===== config.mk =====
export PLATFORM = sky130hd
export DESIGN_NAME = mips_alu
export DESIGN_NICKNAME = d
export VERILOG_FILES = /design/src/rtl/mips_alu_pkg.sv /design/src/rtl/mips_alu_muldiv.sv /design/src/rtl/mips_alu.sv
export SDC_FILE = /design/constraint.sdc
export NUM_CORES = 1
export LEC_CHECK = 0
export BUFFER_PORTS_ARGS = -buffer_cell sky130_fd_sc_hd__buf_2
export CORE_ASPECT_RATIO = 0.7
export CORE_MARGIN = 2
export CORE_UTILIZATION = 39
export DETAILED_ROUTE_END_ITERATION = 16
export SLEW_MARGIN = 20
export SYNTH_ARGS = -nofsm -noshare
export SYNTH_HDL_FRONTEND = slang
export SYNTH_SLANG_ARGS = --single-unit

===== constraint.sdc =====
create_clock -name vclk -period 4.2
set_input_delay 0.42 -clock vclk [all_inputs]
set_output_delay 0.42 -clock vclk [all_outputs]
set_load 0.02 [all_outputs]

===== src/rtl/mips_alu_pkg.sv =====
// Shared types for the MIPS ALU: 32-bit word and the 6-bit ALUControl encoding.
package mips_alu_pkg;

  localparam int WORD_W = 32;

  typedef logic [WORD_W-1:0] word_t;

  typedef enum logic [5:0] {
    OP_SLL   = 6'h00,
    OP_SRL   = 6'h02,
    OP_SRA   = 6'h03,
    OP_SLLV  = 6'h04,
    OP_SRLV  = 6'h06,
    OP_SRAV  = 6'h07,
    OP_BEQ   = 6'h08,
    OP_BNE   = 6'h09,
    OP_BLEZ  = 6'h0A,
    OP_BGTZ  = 6'h0B,
    OP_BLTZ  = 6'h0C,
    OP_BGEZ  = 6'h0D,
    OP_LUI   = 6'h0F,
    OP_MFHI  = 6'h10,
    OP_MTHI  = 6'h11,
    OP_MFLO  = 6'h12,
    OP_MTLO  = 6'h13,
    OP_MULT  = 6'h18,
    OP_MULTU = 6'h19,
    OP_DIV   = 6'h1A,
    OP_DIVU  = 6'h1B,
    OP_ADD   = 6'h20,
    OP_ADDU  = 6'h21,
    OP_SUB   = 6'h22,
    OP_SUBU  = 6'h23,
    OP_AND   = 6'h24,
    OP_OR    = 6'h25,
    OP_XOR   = 6'h26,
    OP_NOR   = 6'h27,
    OP_SLT   = 6'h2A,
    OP_SLTU  = 6'h2B
  } alu_op_e;

endpackage


===== src/rtl/mips_alu_muldiv.sv =====
// HI/LO register pair with multiply, divide and move-to-HI/LO writes.
// Only instantiated when MIPS_ALU_MULDIV_EN is defined.
module mips_alu_muldiv
  import mips_alu_pkg::*;
(
  input  logic    clk,
  input  logic    reset,
  input  alu_op_e op,
  input  word_t   a,
  input  word_t   b,
  output word_t   hi,
  output word_t   lo
);

  logic [63:0] prod_s, prod_u;
  logic        sgn_div, neg_q, neg_r;
  word_t       a_mag, b_mag, uq, ur, quot, rem;

  assign prod_s = $signed({{32{a[31]}}, a}) * $signed({{32{b[31]}}, b});
  assign prod_u = {32'h0, a} * {32'h0, b};

  // Signed divide runs on magnitudes so 0x80000000 / -1 falls out naturally
  // (magnitude 0x80000000 re-negates to itself) with no special case.
  assign sgn_div = (op == OP_DIV);
  assign a_mag   = (sgn_div && a[31]) ? word_t'(-a) : a;
  assign b_mag   = (sgn_div && b[31]) ? word_t'(-b) : b;
  assign uq      = (b_mag != '0) ? a_mag / b_mag : '0;
  assign ur      = (b_mag != '0) ? a_mag % b_mag : '0;
  assign neg_q   = sgn_div && (a[31] ^ b[31]);
  assign neg_r   = sgn_div && a[31];
  assign quot    = neg_q ? word_t'(-uq) : uq;
  assign rem     = neg_r ? word_t'(-ur) : ur;

  always_ff @(posedge clk) begin
    if (reset) begin
      hi <= '0;
      lo <= '0;
    end else begin
      case (op)
        OP_MULT:  {hi, lo} <= prod_s;
        OP_MULTU: {hi, lo} <= prod_u;
        OP_DIV, OP_DIVU: begin
          if (b != '0) begin
            hi <= rem;
            lo <= quot;
          end
        end
        OP_MTHI:  hi <= a;
        OP_MTLO:  lo <= a;
        default: ;
      endcase
    end
  end

endmodule


===== src/rtl/mips_alu.sv =====
// Combinational MIPS ALU with branch compare. Define MIPS_ALU_MULDIV_EN to
// build in the HI/LO multiply/divide unit; otherwise those codes read as undefined.
module mips_alu
  import mips_alu_pkg::*;
(
  input  logic        clk,
  input  logic        reset,
  input  logic [5:0]  ALUControl,
  input  logic [31:0] alu_src_1,
  input  logic [31:0] alu_src_2,
  output logic [31:0] alu_result,
  output logic        branch
);

  alu_op_e    op;
  logic [4:0] shamt;
  word_t      a, b;

  assign op    = alu_op_e'(ALUControl);
  assign a     = alu_src_1;
  assign b     = alu_src_2;
  assign shamt = a[4:0];

`ifdef MIPS_ALU_MULDIV_EN
  word_t hi, lo;

  mips_alu_muldiv u_muldiv (
    .clk   (clk),
    .reset (reset),
    .op    (op),
    .a     (a),
    .b     (b),
    .hi    (hi),
    .lo    (lo)
  );
`else
  logic unused_clk_reset;
  assign unused_clk_reset = clk ^ reset;
`endif

  always_comb begin
    alu_result = '0;
    case (op)
      OP_SLL, OP_SLLV: alu_result = b << shamt;
      OP_SRL, OP_SRLV: alu_result = b >> shamt;
      OP_SRA, OP_SRAV: alu_result = word_t'($signed(b) >>> shamt);
      OP_ADD, OP_ADDU: alu_result = a + b;
      OP_SUB, OP_SUBU: alu_result = a - b;
      OP_AND:          alu_result = a & b;
      OP_OR:           alu_result = a | b;
      OP_XOR:          alu_result = a ^ b;
      OP_NOR:          alu_result = ~(a | b);
      OP_SLT:          alu_result = {31'h0, $signed(a) < $signed(b)};
      OP_SLTU:         alu_result = {31'h0, a < b};
      OP_BEQ, OP_BNE, OP_BLEZ, OP_BGTZ, OP_BLTZ, OP_BGEZ:
                       alu_result = a + b;
      OP_LUI:          alu_result = {b[15:0], 16'h0000};
`ifdef MIPS_ALU_MULDIV_EN
      OP_MFHI:         alu_result = hi;
      OP_MFLO:         alu_result = lo;
`endif
      default: ;
    endcase
  end

  // Zero-compare branches look only at A's sign bit and zero-ness.
  always_comb begin
    branch = 1'b0;
    case (op)
      OP_BEQ:  branch = (a == b);
      OP_BNE:  branch = (a != b);
      OP_BLEZ: branch = a[31] || (a == '0);
      OP_BGTZ: branch = !a[31] && (a != '0);
      OP_BLTZ: branch = a[31];
      OP_BGEZ: branch = !a[31];
      default: ;
    endcase
  end

endmodule


### Word-level counts from Yosys, hierarchy flattened

Index checks and enable logic that the tools add are counted.

* muxes and demuxes: 2
* shift operators: 3
* bitwise gates (word level): 4
* order comparisons: 2
* reductions and logical operators: 11
* add/sub/neg operators: 2
* equality and inequality tests: 24

Operator list (count)
* $pmux 32 s12: 1
* $lt 32x32->1: 2
* $eq 6x6->1 const B: 10
* $eq 6x4->1 const B: 7
* $add 32x32->32: 1
* $and 32x32->32: 1
* $eq 32x32->1: 1
* $logic_not 32->1: 1
* $ne 32x32->1: 1
* $not 32->32: 1
* $or 32x32->32: 1
* $reduce_bool 32->1: 1
* $shl 32x5->32: 1
* $shr 32x5->32: 1
* $sshr 32x5->32: 1
* $sub 32x32->32: 1
* $xor 32x32->32: 1
* $eq 6x3->1 const B: 3
* $eq 6x2->1 const B: 2
* $reduce_or 2->1: 4
* $reduce_or 8->1: 1
* $logic_not 6->1: 1
* $pmux 1 s6: 1
* $logic_and 1x1->1: 1
* 2 further kinds: 2

* output and inout bits: 33
* input bits: 72
* flip-flop bits (word level): 0
* logic and storage cells: 48

### Depth between registers and ports, before layout

* depth after elaboration: 3
* mapped depth: 16
* depth with buffers taken out: 11

### Worst setup path after synthesis

Ideal clock, no wire load.

* kind: input -> output
* start: input port alu_src_1[2]
* end: output port alu_result[28]
* arrival: 3876 ps
* cell stages on the path: 15
* required time: 3780 ps
* path buffers: 5
* setup slack: -96 ps
* cells stage by stage: clkbuf_1 > inv_1 > buf_2 > buf_2 > buf_2 > ha_1 > buf_2 > a21oi_1 > o221a_2 > o21ai_1 > a311oi_1 > o311a_1 > o41ai_1 > a21oi_1 > a21boi_0

* longest elaborated chain between the ends: 2
* elaborated cells between the ends (all ways): 6
* those cells by class: add/sub (2); shift (3); mux (1)

RTL lines
* from (decl): line mips_alu.sv:9 `input logic [31:0] alu_src_1,`
* $add 32x32->32 (tied with other cells): line mips_alu.sv:47, mips_alu.sv:56
* $pmux 32 s12 (*): line mips_alu.sv:43 `case (op)`
* to (decl): line mips_alu.sv:11 `output logic [31:0] alu_result,`

Every way passes the cells marked *; elsewhere a longest branch is shown, timed or not.

### Worst setup path in the final report

* start: input port alu_src_2[31]
* end: output port branch

* longest elaborated chain between the ends: 2
* elaborated cells between the ends (all ways): 3
* those cells by class: eq/ne (2); mux (1)

RTL lines
* from (decl): line mips_alu.sv:10 `input logic [31:0] alu_src_2,`
* $ne 32x32->1 / $eq 32x32->1 (equally long branches): line mips_alu.sv:71, mips_alu.sv:70
* $pmux 1 s6 (*): line mips_alu.sv:69 `case (op)`
* to (decl): line mips_alu.sv:12 `output logic branch`

Marked as above.

==> summary.md <==
| Metric | Value |
|---|---|
| Status | `finished clean` |
| Die X | `192.8 µm` |
| Port bufs | `103` |
| Area of the multi-input gates | `8892 µm²` |
| Synth Area in Compound Gates | `0.3323` |
| Hold Vio Cnt, Final | `0` |
| Combinational family with the most area after synthesis | `compound AO/OA/AOI/OAI gates` |
| XOR/XNOR share of the synthesized area | `0.03869` |
| Commonest non-fill, non-tap cell in the layout | `buf_4` |
| Fillers | `2614` |
| Mapped cell area | `9733 µm²` |
| Setup_tns | `0 ns` |
| Worst EP arrival | `3.74 ns` |
| Chip height | `136.2 µm` |
| Total Wirelength | `52340 µm` |
| CP Launch Type | `input port` |
| Class of the worst hold path | `in2out` |
| Max FO, Critical Path | `17` |
| Register area share after synthesis | `0` |
| FF+latch area | `0 µm²` |
| Synth unique cells | `84` |
| Most frequent cells in the layout | `133 x buf_4, 125 x nand2_1, 122 x nor2_1` |
| Vias | `12650` |
| Largest net degree at the start of global routing | `85` |
| Simple logic cell fraction of the synthesized area | `0.2180` |
| Synth warn | `0` |
| RD Place Congestion | `1.101` |
| Wire per inst | `27.94 µm` |
| Worst relative slew slack | `0.4204` |
| Adder-cell share of the synthesized area | `0.1288` |
| Final setup viols | `0` |
| Mapped Cells | `1420` |
| Grt total ovfl | `0` |
| Tcrit/Tclk final | `0.9916` |
| Worst Tran Pin Value | `0.8614 ns` |
| Number of nets in the layout | `1720` |
| Global-route wire length before repair | `75890 µm` |
| CP Class | `in2out` |
| Postcts setup bufs | `0` |
| Final HPWL DP | `41970 µm` |
| Vias in the first global route | `11370` |
| Die area | `26260 µm²` |
| DRC viols | `0` |
| Site Rows | `48` |
| TritonRoute pass-1 iters | `6` |
| Worst EP required | `3.78 ns` |
| Seq Cell Count | `0` |
| RSZ-0062 raised after global routing | `no` |
| Net count after synthesis | `1591` |
| Final ANT Viol Nets | `0` |
| GRT Overall Usage | `0.3899` |
| Max-slew violations | `0` |
| Crit. End Element | `primary output` |
| Initial core utilization | `0.3962` |
| Top Ports | `105` |
| Mux cell area share after synthesis | `0.1923` |
| FMAX | `240.1 MHz` |
| Synthesis-to-finish area growth | `15.66%` |
| Drt via density | `6.754` |
| CORE AREA | `24560 µm²` |
| Number of DRC markers in iteration 0 | `1632` |
| Antenna violations before repair | `1` |
| Final critical-path required period | `4.165 ns` |
| Share of layout cells above drive strength 1 | `0.2114` |
| Clock buffer cells | `0` |
| Max-cap violations | `0` |
| Mean Syn Cell Area | `6.854 µm²` |
## final cells by class
type               count  area share
inverters             99     0.03301
well taps            325     0.03612
diodes                 1   0.0002223
multi-input cells   1210      0.7899
repair buffers       238      0.1407
## metrics by stage
step,std cells,hold slack (ns),utilization,worst slack [ns],instance area (µm²)
floorplan,1420,0.9287,-,0.01420,9733
global placement,1872,1.225,0.4575,0.09082,11240
detailed placement,1872,1.224,0.4575,0.1308,11240
CTS,1872,1.226,0.4575,0.1016,11240
global route,1872,1.245,0.4582,0.009555,11250
finish,1873,1.240,0.4583,0.03526,11260
## synthesized netlist by cell type (all sizes together), types with 5 or more instances
| cell type | instances | area share |
|---|---|---|
| inv | 98 | 0.038 |
| ha | 97 | 0.12 |
| a21boi | 5 | 0.0039 |
| o221ai | 11 | 0.0099 |
| o221a | 5 | 0.0058 |
| a221oi | 17 | 0.015 |
| nor3 | 39 | 0.020 |
| nand3b | 5 | 0.0039 |
| a21oi | 121 | 0.062 |
| mux4 | 33 | 0.076 |
| a311oi | 7 | 0.0063 |
| nand4 | 13 | 0.0084 |
| o21ai | 113 | 0.058 |
| buf | 40 | 0.024 |
| a31oi | 7 | 0.0045 |
| xnor2 | 35 | 0.031 |
| nor2b | 17 | 0.011 |
| nor4 | 19 | 0.014 |
| a211oi | 26 | 0.021 |
| a211o | 7 | 0.0063 |
| mux2i | 79 | 0.081 |
| o211ai | 21 | 0.016 |
| nand2b | 19 | 0.012 |
| o21bai | 8 | 0.0062 |
| a21o | 13 | 0.010 |
| nor2 | 123 | 0.047 |
| nand3 | 31 | 0.016 |
| or2 | 6 | 0.0039 |
| a221o | 18 | 0.019 |
| o2111ai | 5 | 0.0045 |
| a22oi | 16 | 0.013 |
| and3 | 9 | 0.0058 |
| a2111oi | 6 | 0.0055 |
| o31ai | 14 | 0.011 |
| o22ai | 24 | 0.015 |
| or4 | 7 | 0.0054 |
| and2 | 10 | 0.0064 |
| clkbuf | 71 | 0.027 |
| nand2 | 125 | 0.048 |
| xor2 | 8 | 0.0072 |
| mux2 | 30 | 0.035 |
| or3 | 5 | 0.0032 |
## worst paths after layout
| check | startpoint | endpoint | cells past startpoint |
|---|---|---|---|
| min | ALUControl[4] | branch | 3 |
| max | alu_src_2[31] | branch | 13 |
## per-layer routing
| metal | share of wire | up-vias | GRT usage |
|---|---|---|---|
| li1 | - | 5601 | - |
| met1 | 0.44 | 6023 | 0.5724 |
| met2 | 0.38 | 904 | 0.5167 |
| met3 | 0.13 | 123 | 0.1094 |
| met4 | 0.053 | 0 | 0.1696 |
| met5 | 0 | - | 0 |
## cells by family after synthesis
family | after synthesis
AOI/OAI and AO/OA | 484
and+or+nand+nor | 442
buffers and inverters | 210
muxes | 142
adders and majority gates | 99
xor gates and xnor gates | 43
## critical path: stages
cell and delay, ns:
buf_2 0.32, inv_1 0.19, ha_1 0.45, nor2_1 0.26
nand4b_1 0.40, nor4_2 0.52, buf_4 0.20, xor2_1 0.20
nand3b_1 0.13, a21oi_1 0.16, nor2_1 0.07, nor3_1 0.19
buf_2 0.22
## timing repair
item                       4_1_cts  5_1_grt
hold buffers                     0        0
setup endpoints to repair        0        5
resized for setup                0        3
